==> src/rtl/adc_spi_if.sv <==
// Four-wire serial ADC link between the IMU controller (initiator) and the emulated ADC.
// The initiator drives chip select, serial clock and address data; the ADC drives DOUT.
interface adc_spi_if;
    logic adc_cs_n;
    logic adc_sclk;
    logic adc_saddr;
    logic adc_sdat;

    modport master (
        output adc_cs_n,
        output adc_sclk,
        output adc_saddr,
        input  adc_sdat
    );

    modport slave (
        input  adc_cs_n,
        input  adc_sclk,
        input  adc_saddr,
        output adc_sdat
    );
endinterface

==> src/rtl/adc_spi_responder.sv <==
// Emulates an 8-channel 12-bit serial ADC on the responder side of the link.
// SPI lines are oversampled on clk; every returned word is the channel addressed in the previous frame.
module adc_spi_responder #(
    parameter int unsigned NUM_CH      = 8,
    parameter int unsigned DATA_W      = 12,
    parameter int unsigned SYNC_STAGES = 2
) (
    input  logic                     clk,
    input  logic                     reset,
    adc_spi_if.slave                 spi,
    input  logic [NUM_CH*DATA_W-1:0] ch_data,
    output logic                     busy,
    output logic                     frame_done,
    output logic [2:0]               frame_addr,
    output logic [15:0]              frame_count
);

    typedef enum logic {
        StIdle,
        StActive
    } state_e;

    logic [SYNC_STAGES-1:0] cs_sync_q;
    logic [SYNC_STAGES-1:0] sclk_sync_q;
    logic [SYNC_STAGES-1:0] din_sync_q;

    logic cs_s;
    logic sclk_s;
    logic din_s;
    logic sclk_rise;
    logic sclk_fall;

    state_e      state_q;
    logic        cs_prev_q;
    logic        sclk_prev_q;
    logic [3:0]  rise_cnt_q;
    logic [2:0]  addr_sr_q;
    logic [2:0]  next_addr_q;
    logic [15:0] tx_sr_q;
    logic        sdat_q;
    logic        busy_q;
    logic        frame_done_q;
    logic [2:0]  frame_addr_q;
    logic [15:0] frame_count_q;
    logic [15:0] sel_word;

    // Synchronizers reset low so a select already in progress at reset never looks like a new one.
    always_ff @(posedge clk) begin
        if (reset) begin
            cs_sync_q   <= '0;
            sclk_sync_q <= '0;
            din_sync_q  <= '0;
        end else begin
            cs_sync_q   <= {cs_sync_q[SYNC_STAGES-2:0], spi.adc_cs_n};
            sclk_sync_q <= {sclk_sync_q[SYNC_STAGES-2:0], spi.adc_sclk};
            din_sync_q  <= {din_sync_q[SYNC_STAGES-2:0], spi.adc_saddr};
        end
    end

    assign cs_s      = cs_sync_q[SYNC_STAGES-1];
    assign sclk_s    = sclk_sync_q[SYNC_STAGES-1];
    assign din_s     = din_sync_q[SYNC_STAGES-1];
    assign sclk_rise = sclk_s & ~sclk_prev_q;
    assign sclk_fall = ~sclk_s & sclk_prev_q;

    // Addresses at or beyond NUM_CH fall through to the all-zero default.
    always_comb begin
        sel_word = '0;
        for (int unsigned k = 0; k < NUM_CH; k++) begin
            if (next_addr_q == 3'(k)) begin
                sel_word = 16'(ch_data[k*DATA_W +: DATA_W]);
            end
        end
    end

    always_ff @(posedge clk) begin
        if (reset) begin
            state_q       <= StIdle;
            cs_prev_q     <= 1'b0;
            sclk_prev_q   <= 1'b0;
            rise_cnt_q    <= '0;
            addr_sr_q     <= '0;
            next_addr_q   <= '0;
            tx_sr_q       <= '0;
            sdat_q        <= 1'b0;
            busy_q        <= 1'b0;
            frame_done_q  <= 1'b0;
            frame_addr_q  <= '0;
            frame_count_q <= '0;
        end else begin
            cs_prev_q    <= cs_s;
            sclk_prev_q  <= sclk_s;
            frame_done_q <= 1'b0;
            if (cs_s) begin
                // Deselect also aborts any partial frame; frame_count is left alone.
                state_q     <= StIdle;
                rise_cnt_q  <= '0;
                addr_sr_q   <= '0;
                next_addr_q <= '0;
                tx_sr_q     <= '0;
                sdat_q      <= 1'b0;
                busy_q      <= 1'b0;
            end else begin
                unique case (state_q)
                    StIdle: begin
                        if (cs_prev_q) begin
                            state_q <= StActive;
                            busy_q  <= 1'b1;
                            tx_sr_q <= sel_word;
                            sdat_q  <= sel_word[15];
                        end
                    end
                    StActive: begin
                        if (sclk_rise) begin
                            if (rise_cnt_q inside {4'd2, 4'd3, 4'd4}) begin
                                addr_sr_q <= {addr_sr_q[1:0], din_s};
                            end
                            rise_cnt_q <= rise_cnt_q + 4'd1;
                            if (rise_cnt_q == 4'd15) begin
                                next_addr_q   <= addr_sr_q;
                                frame_addr_q  <= addr_sr_q;
                                frame_done_q  <= 1'b1;
                                frame_count_q <= frame_count_q + 16'd1;
                            end
                        end else if (sclk_fall) begin
                            // A falling edge with no rising edge yet in this frame starts a new word.
                            if (rise_cnt_q == 4'd0) begin
                                tx_sr_q <= sel_word;
                                sdat_q  <= sel_word[15];
                            end else begin
                                tx_sr_q <= {tx_sr_q[14:0], 1'b0};
                                sdat_q  <= tx_sr_q[14];
                            end
                        end
                    end
                    default: state_q <= StIdle;
                endcase
            end
        end
    end

    assign spi.adc_sdat = sdat_q;
    assign busy         = busy_q;
    assign frame_done   = frame_done_q;
    assign frame_addr   = frame_addr_q;
    assign frame_count  = frame_count_q;

endmodule

==> src/flat_wrapper.sv <==
// flat-port wrapper written by rule: the top's interface ports become plain ports
module adc_spi_responder_flat 
#(
    parameter int unsigned NUM_CH      = 8,
    parameter int unsigned DATA_W      = 12,
    parameter int unsigned SYNC_STAGES = 2
)
  (clk, reset, ch_data, busy, frame_done, frame_addr, frame_count, spi_adc_cs_n, spi_adc_sclk, spi_adc_saddr, spi_adc_sdat);
  adc_spi_if spi_i ();
  input  logic clk;
  input  logic reset;
  input  logic [NUM_CH*DATA_W-1:0] ch_data;
  output logic busy;
  output logic frame_done;
  output logic [2:0] frame_addr;
  output logic [15:0] frame_count;
  input wire logic [$bits(spi_i.adc_cs_n)-1:0] spi_adc_cs_n;
  input wire logic [$bits(spi_i.adc_sclk)-1:0] spi_adc_sclk;
  input wire logic [$bits(spi_i.adc_saddr)-1:0] spi_adc_saddr;
  output wire logic [$bits(spi_i.adc_sdat)-1:0] spi_adc_sdat;
  assign spi_i.adc_cs_n = spi_adc_cs_n;
  assign spi_i.adc_sclk = spi_adc_sclk;
  assign spi_i.adc_saddr = spi_adc_saddr;
  assign spi_adc_sdat = spi_i.adc_sdat;
  adc_spi_responder #(.NUM_CH(NUM_CH), .DATA_W(DATA_W), .SYNC_STAGES(SYNC_STAGES)) u_core (.clk(clk), .reset(reset), .spi(spi_i), .ch_data(ch_data), .busy(busy), .frame_done(frame_done), .frame_addr(frame_addr), .frame_count(frame_count));
endmodule
==> config.mk <==
export PLATFORM = sky130hd
export DESIGN_NAME = adc_spi_responder_flat
export DESIGN_NICKNAME = d
export VERILOG_FILES = /design/src/rtl/adc_spi_if.sv /design/src/rtl/adc_spi_responder.sv /design/src/flat_wrapper.sv
export SDC_FILE = /design/constraint.sdc
export NUM_CORES = 1
export LEC_CHECK = 0
export ABC_AREA = 0
export BUFFER_PORTS_ARGS = -buffer_cell sky130_fd_sc_hd__clkbuf_2
export CAP_MARGIN = 20
export CORE_MARGIN = 4
export CORE_UTILIZATION = 54
export DETAILED_ROUTE_END_ITERATION = 6
export GPL_TIMING_DRIVEN = 0
export PLACE_DENSITY = 0.95
export SLEW_MARGIN = 20
export SYNTH_ARGS = -nofsm -noshare
export SYNTH_HDL_FRONTEND = slang
export SYNTH_SLANG_ARGS = --single-unit
==> constraint.sdc <==
create_clock -name clk -period 3.1 [get_ports clk]
set_input_delay 0.31 -clock clk [delete_from_list [all_inputs] [get_ports clk]]
set_output_delay 0.31 -clock clk [all_outputs]
set_load 0.05 [all_outputs]
Word-level counts from Yosys, hierarchy flattened:

Cells that the tools add are included.
Widths: inputs -> output; s select.

* flip-flop bits (word level): 56
* output and inout port bits: 22
* logic and storage cells: 70

* add/sub/neg operators: 2
* equal/unequal tests: 14
* mux-type cells: 21
* bitwise gates (word level): 7
* reductions and logical operators: 11

Operator list (number)
* $mux 12: 8
* $mux 15: 4
* $pmux 15 s2: 1
* $add 16x1->16 const B: 1
* $eq 3x3->1 const B: 4
* $reduce_and 3->1: 3
* $eq 4x2->1 const B: 2
* $mux 1: 7
* $eq 3x2->1 const B: 2
* $not 1->1: 5
* $add 4x1->4 const B: 1
* $eq 4x3->1 const B: 1
* $eq 4x4->1 const B: 1
* $logic_not 4->1: 1
* $ne 2x1->1 const B: 2
* $reduce_and 2->1: 2
* $reduce_and 4->1: 1
* $reduce_or 4->1: 1
* $eq 3x1->1 const B: 1
* $logic_not 3->1: 1
* $reduce_bool 3->1: 1
* $and 1x1->1: 2
* $ne 2x2->1 const B: 1
* $pmux 1 s2: 1
* $reduce_or 2->1: 1

Depth between registers and ports, before layout:

Gate-level depths: netlist of the first run.

* depth in word-level cells: 13
* gate-level depth with buffers: 8

Worst setup path after synthesis of the first run:

OpenSTA, ideal clock, no wires.

* kind: reg2reg
* start: register u_core.frame_count_q[4] (netlist: u_core.frame_count[4])
* end: register u_core.frame_count_q[14] (netlist: u_core.frame_count[14])
* setup time: 70 ps
* data arrival time: 1803 ps
* data required time: 3030 ps
* setup slack: 1226 ps
* cell stages (with the launch flop): 6
* clock period less this slack: 1874 ps
* path through: dfxtp_1 and4_1 buf_2 nand4_1 or4_1 a21oi_1

* cells in the longest elaborated chain, start to end: 1

Ends and longest elaborated chain
* from (decl): RTL line adc_spi_responder.sv:44 `logic [15:0] frame_count_q;`
* from (signal assigned): RTL line adc_spi_responder.sv:123 `frame_count_q <= frame_count_q + 16'd1;`
* $add 16x1->16: RTL line adc_spi_responder.sv:123

Every way passes these cells.
A chain may end at the register's enable or synchronous reset.

Final worst setup path of the first run:

* start: register u_core.rise_cnt_q[0]
* end: register u_core.tx_sr_q[9]

* cells in the longest elaborated chain, start to end: 5

Ends and longest elaborated chain
* from (decl): RTL line adc_spi_responder.sv:36 `logic [3:0] rise_cnt_q;`
* from (signal assigned): RTL line adc_spi_responder.sv:118 `rise_cnt_q <= rise_cnt_q + 4'd1;`
* $logic_not 4->1: RTL line adc_spi_responder.sv:127 `if (rise_cnt_q == 4'd0) begin`
* $mux 15: RTL line adc_spi_responder.sv:127
* $mux 15: RTL line adc_spi_responder.sv:125 `end else if (sclk_fall) begin`
* $mux 15: RTL line adc_spi_responder.sv:114 `if (sclk_rise) begin`
* $pmux 15 s2: RTL line adc_spi_responder.sv:104 `unique case (state_q)`
* to (signal assigned): RTL line adc_spi_responder.sv:109 `tx_sr_q <= sel_word;`
* to (signal assigned): RTL line adc_spi_responder.sv:128 `tx_sr_q <= sel_word;`
* to (signal assigned): RTL line adc_spi_responder.sv:131 `tx_sr_q <= {tx_sr_q[14:0], 1'b0};`
* to (decl): RTL line adc_spi_responder.sv:39 `logic [15:0] tx_sr_q;`

Every way passes these cells. The select of a mux whose other input is x is not followed.

==> impl_metrics.env, run 1 <==
export IMPL_status="finished, final reports clean"
export IMPL_timing_worst_setup_path_type="flip-flop to flip-flop"
export IMPL_synthArstFlopShare=0
export IMPL_cp_end_kind="flip-flop"
export IMPL_ys_ff_latch=56
export IMPL_fmax_ghz=0.5012
export IMPL_io_buffers=122
export IMPL_syn_area_sq_um=3372
export IMPL_grtUsageTotal=0.2569
export IMPL_yosys_top_cells_area="dfxtp_1 33%, mux2i_1 6.5%, o31ai_1 4.7%, nor2b_1 4.1%, a21oi_1 3.6%"
export IMPL_yosysSeqAreaShare=0.3325
export IMPL_drive_gt1_frac=0.2992
export IMPL_die_x_microns=87.02
export IMPL_power_density_nw_per_um2=308.6
export IMPL_first_iter_violations=276
export IMPL_hpwl_microns=7635
export IMPL_place_inst=585
export IMPL_clock_latency_ns=0.31
export IMPL_hold_class="input port to flip-flop"
export IMPL_slew_headroom=0.5373
export IMPL_fin_crit_ns=1.995
export IMPL_antenna_left=0
export IMPL_ctsResizeCount=0
export IMPL_n_antenna_cell=0
export IMPL_grt_max_degree=19
export IMPL_cts_sinks=56
export IMPL_cp_max_fo=10
export IMPL_cts_root_buf="clkbuf_8"
export IMPL_setup_viol=0
export IMPL_gr_total_overflow=0
export IMPL_dieArea_sq_um=7572
export IMPL_core_rowCount=28
export IMPL_viasPerCell=6.088
export IMPL_synth_most_common_cell="dfxtp_1"
export IMPL_final_instance_count_excl_fill=593
export IMPL_hold_violations=0
export IMPL_yosysTopAreaCell="dfxtp_1"
export IMPL_cp_arrival_ns=2.18
export IMPL_place_congestion=0.9415
export IMPL_cts_hold_buf=0
export IMPL_cap_violations=0
export IMPL_area_delta_synth_final_pct=23.56
export IMPL_crit_path_start_kind="flip-flop"
export IMPL_rsz0062_at_grt="no"
export IMPL_synth_cell_types=50
export IMPL_cts_buffers=5
export IMPL_cts_htree_levels=2
export IMPL_worst_slew_pin_transition_ns=0.6894
export IMPL_cts_path_max_buffers=2
export IMPL_required_ns=3.28
export IMPL_power_w=0.001286
export IMPL_ioPinCount=123
export IMPL_synth_nets=493
export IMPL_fin_nets=622
export IMPL_period_share=0.6436
export IMPL_drc=0
export IMPL_synth_edff_count=0
export IMPL_yosys_warnings=0
export IMPL_antenna_found_initial=0
export IMPL_postCtsSetupBuffers=0
export IMPL_grt_pass1_vias=3415
export IMPL_clk_pin_slew_ns=0.10
export IMPL_drt_total_wl_microns=9833
export IMPL_finalClockSkew_ns=0.01102
export IMPL_route_vias_total=3610
export IMPL_synth_top_area_share=0.3325
export IMPL_grt_pass1_wl_microns=15610
export IMPL_dr_pass1_iters=5
export IMPL_synth_cells=388
export IMPL_maxSlewViolCount=0
export IMPL_finalSetupTns_ns=0
export IMPL_routedWlPerCell_microns=16.58
export IMPL_core_sq_um=5991
export IMPL_synth_avg_cell_area_sq_um=8.691
export IMPL_power_leakage_nw=1.807
export IMPL_synthFlopType="dfxtp_1"
export IMPL_cts_tree="yes"
export IMPL_start_util=0.5629
export IMPL_synth_common_cells="56 x dfxtp_1, 30 x nor2_1, 24 x a21oi_1"
export IMPL_die_h_microns=87.02
export IMPL_ir_drop_mv=0.3146
[power by group]
part	leakage [nW]	total [W]	internal (W)	switching [W]
Clock	0.0462	0.000406	0.000166	0.000240
Combinational	1.31	0.000141	0.0000788	0.0000626
Sequential	0.453	0.000738	0.000731	0.00000762
Total	1.81	0.00129	0.000976	0.000310
[critical path, cell delays in order (launching register included)]
cell and delay, ns:
dfxtp_1 0.41, inv_1 0.08, ha_1 0.22, or3b_1 0.21, buf_2 0.22, nand2_2 0.17, o311ai_0 0.47, a31oi_1 0.07
[cell families after synthesis]
| group | Yosys count | synth area share |
|---|---|---|
| AO/OA/AOI/OAI | 114 | 0.2341 |
| XOR/XNOR | 6 | 0.01559 |
| adder cells (fa/ha/maj) | 4 | 0.01484 |
| buffers and inverters | 43 | 0.05862 |
| flip-flops | 56 | 0.3325 |
| multiplexers | 29 | 0.1020 |
| AND/OR/NAND/NOR | 136 | 0.2423 |
[layout make-up]
| class | instances | area, sq um |
|---|---|---|
| buffer | 38 | 178.9 |
| sequential | 56 | 1121 |
| clock buffer | 6 | 72.57 |
| multi-input combinational | 289 | 2053 |
| timing repair buffer | 122 | 610.6 |
| tap | 75 | 93.84 |
| clock inverter | 2 | 17.52 |
| fill | 484 | 1824 |
| inverter | 5 | 18.77 |
[cell usage in the layout, fill, tap and decap left out, drive strengths merged, types with 4 or more instances in the layout]
cell / instances
clkbuf: 150
dfxtp: 56
nor2: 31
a21oi: 24
nor2b: 22
mux2i: 22
o31ai: 21
nand4: 17
buf: 16
o21ai: 12
or3: 11
and3: 10
o22ai: 9
a31oi: 9
o31a: 9
a32oi: 8
o211a: 8
nand3: 7
and3b: 7
nand3b: 7
nand2: 7
inv: 7
o21a: 6
a22oi: 4
mux4: 4
ha: 4
[state kept, by name (all words and copies together) (netlist names)]
name / cells
u_core.spi.adc_sdat: 1
u_core.din_sync_q: 2
u_core.busy: 1
u_core.tx_sr_q: 15
u_core.cs_sync_q: 2
u_core.state_q: 1
u_core.frame_count: 16
u_core.frame_done: 1
u_core.sclk_sync_q: 2
u_core.cs_prev_q: 1
u_core.next_addr_q: 3
u_core.sclk_prev_q: 1
u_core.frame_addr: 3
u_core.rise_cnt_q: 4
u_core.addr_sr_q: 3
[per-layer routing]
layer  GRT usage  vias up  part of all wire  routed length [microns]
li1            -     1727                 -                        -
met1      0.3124     1653              0.38                     3770
met2      0.4541      203              0.49                     4863
met3     0.03974       27             0.093                      919
met4     0.09490        0             0.028                      279
met5           0        -                 0                        0
[worst paths after layout]
| kind | start | endpoint | slack (ns) | cells after the start |
|---|---|---|---|---|
| worst max-delay path | u_core.rise_cnt_q[0] | u_core.tx_sr_q[9] | 1.10 | 7 |
| worst min register to register | u_core.din_sync_q[0] | u_core.din_sync_q[1] | 0.44 | 1 |
| worst max register to register | u_core.rise_cnt_q[0] | u_core.tx_sr_q[9] | 1.10 | 7 |
| worst min-delay path | spi_adc_sclk | u_core.sclk_sync_q[0] | 0.19 | 2 |
[per-stage QoR]
| stage | utilization | worst slack, ns | instance area (sq um) | hold slack, ns |
|---|---|---|---|---|
| after floorplan | - | 1.226 | 3372 | 0.4138 |
| final | 0.6955 | 1.105 | 4167 | 0.1937 |
| after detailed placement | 0.6805 | 1.144 | 4076 | 0.4220 |
| after global routing | 0.6955 | 0.9317 | 4167 | 0.2087 |
| after global placement | 0.6805 | 1.230 | 4076 | 0.4189 |
| after CTS | 0.6955 | 1.091 | 4167 | 0.1891 |
(Power assumes the default switching activity.)
==> run 2, diff against run 1 <==
CORE_UTILIZATION = 50   (was 54)
PLACE_DENSITY = 0.91   (was 0.95)
clock period = 1.9 ns   (was 3.1 ns; I/O delays follow)
==> run 2 against run 1 <==
Against the previous run:
- via count increased by 1.4%
- sequential cell count stayed put
- global-route usage shrank 2.3 points
==> impl_metrics.env, run 2 (synthesis gave the netlist of run 1 again) <==
export IMPL_status="finished, final reports clean"
export IMPL_fin_nets=625
export IMPL_cp_end_kind="flip-flop"
export IMPL_cp_cell_sequence="inv_1, ha_1, or3b_4, buf_6, and3_1, o31ai_1, o31ai_1"
export IMPL_fin_crit_ns=1.852
export IMPL_die_h_microns=90.12
export IMPL_power_w=0.002130
export IMPL_hold_violations=0
export IMPL_core_rowCount=29
export IMPL_first_iter_violations=252
export IMPL_place_congestion=0.9487
export IMPL_cts_tree="yes"
export IMPL_crit_path_start_kind="flip-flop"
export IMPL_cts_buffers=5
export IMPL_rsz0062_at_grt="yes"
export IMPL_hold_class="input port to flip-flop"
export IMPL_layout_common_cells="124 x clkbuf_2, 54 x dfxtp_1, 30 x nor2_1"
export IMPL_required_ns=2.08
export IMPL_layout_setup_ws_ns=0.04834
export IMPL_cts_sinks=56
export IMPL_cp_max_fo=10
export IMPL_fillerInstances=532
export IMPL_timing_worst_setup_path_type="flip-flop to flip-flop"
export IMPL_pre_cts_ws_ns=-0.02091
export IMPL_antenna_left=0
export IMPL_slew_headroom=0.5140
export IMPL_cts_path_max_buffers=2
export IMPL_finalSetupTns_ns=0
export IMPL_grt_max_degree=20
export IMPL_path_common_cell="o31ai_1"
export IMPL_die_x_microns=90.12
export IMPL_n_antenna_cell=0
export IMPL_maxSlewViolCount=0
export IMPL_grtUsageTotal=0.2338
export IMPL_hpwl_microns=7516
export IMPL_cts_hold_buf=0
export IMPL_ioPinCount=123
export IMPL_drc=0
export IMPL_antenna_found_initial=0
export IMPL_clk_pin_slew_ns=0.10
export IMPL_routedWlPerCell_microns=16.96
export IMPL_setup_viol=0
export IMPL_cp_arrival_ns=2.03
export IMPL_cts_htree_levels=2
export IMPL_ir_drop_mv=0.4636
export IMPL_cap_violations=0
export IMPL_gr_total_overflow=0
export IMPL_final_common_cell="clkbuf_2"
export IMPL_grt_pass1_wl_microns=16050
export IMPL_cts_root_buf="clkbuf_8"
export IMPL_grt_pass1_vias=3377
export IMPL_path_buf_inv=2
export IMPL_largest_reg_flops=16
export IMPL_viasPerCell=6.120
export IMPL_period_share=0.9746
export IMPL_power_density_nw_per_um2=497.1
export IMPL_power_leakage_nw=1.850
export IMPL_r2r_setup_slack_ns=0.05
export IMPL_area_delta_synth_final_pct=27.05
export IMPL_fmax_ghz=0.5401
export IMPL_drt_total_wl_microns=10140
export IMPL_route_vias_total=3660
export IMPL_drive_gt1_frac=0.3397
export IMPL_core_sq_um=6459
export IMPL_crit_slowest_cell="or3b_4"
export IMPL_finalClockSkew_ns=0.004558
export IMPL_start_util=0.5221
export IMPL_cp_top_family="simple AND/OR/NAND/NOR gates"
export IMPL_io_buffers=122
export IMPL_clock_latency_ns=0.31
export IMPL_dieArea_sq_um=8122
export IMPL_critPathMaxStageDelay_ns=0.41
export IMPL_dr_pass1_iters=6
export IMPL_worst_slew_pin_transition_ns=0.7242
[run 2: what timing repair did]
| item | in CTS | in global routing |
|---|---|---|
| pin swaps | 0 | 1 |
| gates resized for setup | 4 | 27 |
| buffers inserted | 0 | 2 |
| cloned | 0 | 1 |
| endpoints found under the setup margin | 11 | 26 |
[run 2: area by class of cell]
| cell class | count | area, sq um | share of cell area |
|---|---|---|---|
| plain buffers | 38 | 195.2 | 0.04556 |
| clock buffers | 5 | 68.82 | 0.01606 |
| clock inverters | 3 | 25.02 | 0.005841 |
| inverters | 5 | 18.77 | 0.004381 |
| multi-input cells | 289 | 2123 | 0.4956 |
| flip-flops and latches | 56 | 1126 | 0.2629 |
| well taps | 77 | 96.34 | 0.02249 |
| repair buffers | 125 | 630.6 | 0.1472 |
[run 2: worst paths after layout]
path | startpoint | endpoint | depth (start not counted)
setup reg to reg | u_core.rise_cnt_q[0] | u_core.tx_sr_q[5] | 7
setup / recovery | u_core.rise_cnt_q[0] | u_core.tx_sr_q[5] | 7
hold reg to reg | u_core.sclk_sync_q[0] | u_core.sclk_sync_q[1] | 1
hold / removal | spi_adc_sclk | u_core.sclk_sync_q[0] | 2
[run 2: per-stage QoR]
stage | hold slack, ns | area (sq um) | util | instances
after floorplan | 0.3182 | 3372 | - | 388
after global placement | 0.3962 | 4079 | 0.6315 | 587
after detailed placement | 0.4044 | 4079 | 0.6315 | 587
after CTS | 0.07566 | 4183 | 0.6476 | 595
after global routing | 0.07165 | 4284 | 0.6633 | 598
final | 0.07794 | 4284 | 0.6633 | 598
[run 2: power breakdown]
group	internal, W	switching [W]
clock network	0.000270	0.000419
logic	0.000131	0.000106
registers	0.00119	0.0000127
[run 2: metal layers]
metal	part of all wire	up-vias	GRT usage
li1	-	1744	-
met1	0.40	1697	0.2988
met2	0.48	188	0.3945
met3	0.084	31	0.03589
met5	0	-	0
met4	0.031	0	0.09311
==> run 3, diff against run 2 <==
ABC_AREA = 1   (was 0)
==> run 3 against run 2 <==
Against the previous run:
- via count up 8.3%
- first-iteration DRC count down 14%
- combinational power down 9.3%
- sequential share of layout area up 0.59 points
- non-clock buffer count down 16
- clock-buffer cell count up 1
==> impl_metrics.env, run 3 <==
export IMPL_power_density_nw_per_um2=493.5
export IMPL_cts_sinks=56
export IMPL_crit_path_start_kind="flip-flop"
export IMPL_period_share=0.8948
export IMPL_power_internal_w=0.001556
export IMPL_die_x_microns=90.28
export IMPL_cap_violations=0
export IMPL_p_clk_frac=0.316
export IMPL_first_iter_violations=216
export IMPL_synth_edff_count=0
export IMPL_fin_crit_ns=1.700
export IMPL_fin_nets=763
export IMPL_synth_cells=531
export IMPL_grtUsageTotal=0.2355
export IMPL_timing_worst_setup_path_type="flip-flop to flip-flop"
export IMPL_grt_pass1_wl_microns=16120
export IMPL_synth_common_cells="157 x nand2_1, 56 x dfxtp_1, 56 x nor2_1, 54 x inv_1, 49 x nand4_1"
export IMPL_cp_max_fo=10
export IMPL_grt_max_degree=18
export IMPL_route_vias_total=3962
export IMPL_drt_total_wl_microns=10010
export IMPL_drc=0
export IMPL_viasPerCell=5.383
export IMPL_synth_top_area_share=0.3312
export IMPL_synth_compound_area_frac=0.08688
export IMPL_ctsResizeCount=0
export IMPL_start_util=0.5240
export IMPL_cts_htree_levels=2
export IMPL_synthFlopType="dfxtp_1"
export IMPL_worst_slew_pin_transition_ns=0.5142
export IMPL_hold_class="input port to flip-flop"
export IMPL_power_leakage_nw=1.921
export IMPL_cts_hold_buf=0
export IMPL_postCtsSetupBuffers=0
export IMPL_io_buffers=121
export IMPL_synth_xor_area_share=0.02588
export IMPL_setup_viol=0
export IMPL_final_area_sq_um=4172
export IMPL_ir_drop_mv=0.3158
export IMPL_clock_latency_ns=0.31
export IMPL_grt_pass1_vias=3696
export IMPL_cts_path_max_buffers=2
export IMPL_final_instance_count_excl_fill=736
export IMPL_cts_root_buf="clkbuf_8"
export IMPL_p_comb_frac=0.104
export IMPL_largest_reg_flops=16
export IMPL_cp_cell_sequence="inv_2, clkbuf_1, nand4_1, nand4_1, nor2_1, nand4_1, nand2_1, a21oi_1"
export IMPL_synth_simple_area_share=0.4329
export IMPL_cts_tree="yes"
export IMPL_routedWlPerCell_microns=13.60
export IMPL_hold_violations=0
export IMPL_ys_ff_latch=56
export IMPL_synthAdderAreaFrac=0.01479
export IMPL_cp_end_kind="flip-flop"
export IMPL_synthArstFlopShare=0
export IMPL_path_common_cell="nand4_1"
export IMPL_place_inst=729
export IMPL_p_seq_frac=0.580
export IMPL_status="finished, final reports clean"
export IMPL_path_buf_inv=2
export IMPL_n_antenna_cell=0
export IMPL_finalClockSkew_ns=0.009336
export IMPL_dr_pass1_iters=6
export IMPL_synth_top_family_by_area="simple AND/OR/NAND/NOR gates"
export IMPL_synth_avg_cell_area_sq_um=6.374
export IMPL_synth_nets=636
export IMPL_yosys_top_cells_area="dfxtp_1 33%, nand2_1 17%, nand4_1 9.1%, nor2_1 6.2%, inv_1 6.0%"
export IMPL_hpwl_microns=8033
export IMPL_antenna_left=0
export IMPL_required_ns=2.10
export IMPL_critPathMaxStageDelay_ns=0.46
export IMPL_area_delta_synth_final_pct=23.25
export IMPL_worst_hold_startpoint="spi_adc_cs_n"
export IMPL_maxSlewViolCount=0
export IMPL_synth_most_common_cell="nand2_1"
export IMPL_cp_top_family="simple AND/OR/NAND/NOR gates"
export IMPL_fmax_ghz=0.5882
export IMPL_clk_pin_slew_ns=0.10
export IMPL_die_h_microns=90.28
export IMPL_yosysSeqAreaShare=0.3312
export IMPL_crit_slowest_cell="dfxtp_1"
export IMPL_ioPinCount=123
export IMPL_p_switching_w=0.0005026
export IMPL_final_common_cell="nand2_1"
export IMPL_synth_area_mux_share=0
export IMPL_gr_total_overflow=0
export IMPL_placed_cell_area_sq_um=4086
export IMPL_finalSetupTns_ns=0
export IMPL_worstSetupStartpoint="u_core.next_addr_q[2]"
export IMPL_layout_common_cells="157 x nand2_1, 121 x clkbuf_2, 56 x nor2_1, 56 x dfxtp_1, 54 x inv_1"
export IMPL_synth_cell_types=32
export IMPL_cts_buffers=5
export IMPL_antenna_found_initial=0
export IMPL_slew_headroom=0.6572
export IMPL_cp_arrival_ns=1.90
export IMPL_r2r_start="u_core.next_addr_q[2]"
export IMPL_yosysTopAreaCell="dfxtp_1"
export IMPL_switching_share=0.2441
export IMPL_core_sq_um=6459
export IMPL_place_congestion=0.9337
export IMPL_drive_gt1_frac=0.2443
export IMPL_syn_area_sq_um=3384
export IMPL_dieArea_sq_um=8150
export IMPL_yosys_warnings=0
export IMPL_rsz0062_at_grt="no"
export IMPL_core_rowCount=29
-- run 3: cell types whose count changed after synthesis, sizes merged, moves of 28 or more --
cell / previous run / this run
nand3: 7 / 35
nand2: 7 / 159
nor2: 31 / 59
inv: 5 / 60
nand4: 17 / 50
-- run 3: layout make-up --
type                       count  area [sq um]
fill                         607          2287
multi-input combinational    387          1897
sequential                    56          1121
timing repair buffer         121         605.6
inverter                      61         229.0
buffer                        26         133.9
tap                           77         96.34
clock buffer                   6         72.57
clock inverter                 2         16.27
-- run 3: worst register-to-register path: cells and delay by family, from the launching register on --
kind / cells / cell delay (ns)
flip-flops: 1 / 0.46
AND/OR/NAND/NOR: 5 / 0.63
AO/OA/AOI/OAI: 1 / 0.06
buffers and inverters: 2 / 0.44
-- run 3: metal layers --
layer / wire length (microns) / vias to the layer above / track usage
met1: 4009 / 1750 / 0.2745
met4: 381 / 0 / 0.1033
met2: 4753 / 191 / 0.4063
met3: 867 / 31 / 0.06083
met5: 0 / - / 0
li1: - / 1990 / -
-- run 3: cells by family (layout without fill, tap and decap cells) --
kind of cell,Yosys count,in the layout
buffers and inverters,88,216
XOR/XNOR,10,10
AND/OR/NAND/NOR,317,317
AO/OA/AOI/OAI,56,56
flip-flops,56,56
adder cells (fa/ha/maj),4,4
-- run 3: power by group through the flow --
stage / clock network, W / logic [W] / registers (W)
after floorplan: 0 / 0.0000820 / 0.00122
after global placement: 0 / 0.000208 / 0.00122
after detailed placement: 0 / 0.000211 / 0.00122
after CTS: 0.000674 / 0.000214 / 0.00119
after global routing: 0.000717 / 0.000239 / 0.00120
final: 0.000650 / 0.000215 / 0.00119
-- run 3: per-stage QoR --
step / utilization / worst slack [ns] / hold slack, ns / total power, W
6_report: 0.6459 / 0.1999 / 0.05876 / 0.002059
5_1_grt: 0.6459 / 0.03619 / 0.04879 / 0.002152
4_1_cts: 0.6465 / 0.1494 / 0.05012 / 0.002082
3_5_place_dp: 0.6327 / 0.1593 / 0.3909 / 0.001433
3_3_place_gp: 0.6327 / 0.2609 / 0.3841 / 0.001429
2_1_floorplan: - / 0.2109 / 0.2970 / 0.001304
-- run 3: path summary, 6_finish.rpt --
| check | end | slack (ns) | cells after the start |
|---|---|---|---|
| worst max-delay path | u_core.tx_sr_q[7] | 0.20 | 8 |
| worst min-delay path | u_core.cs_sync_q[0] | 0.06 | 3 |
| worst max register to register | u_core.tx_sr_q[7] | 0.20 | 8 |
| worst min register to register | u_core.sclk_sync_q[1] | 0.41 | 2 |
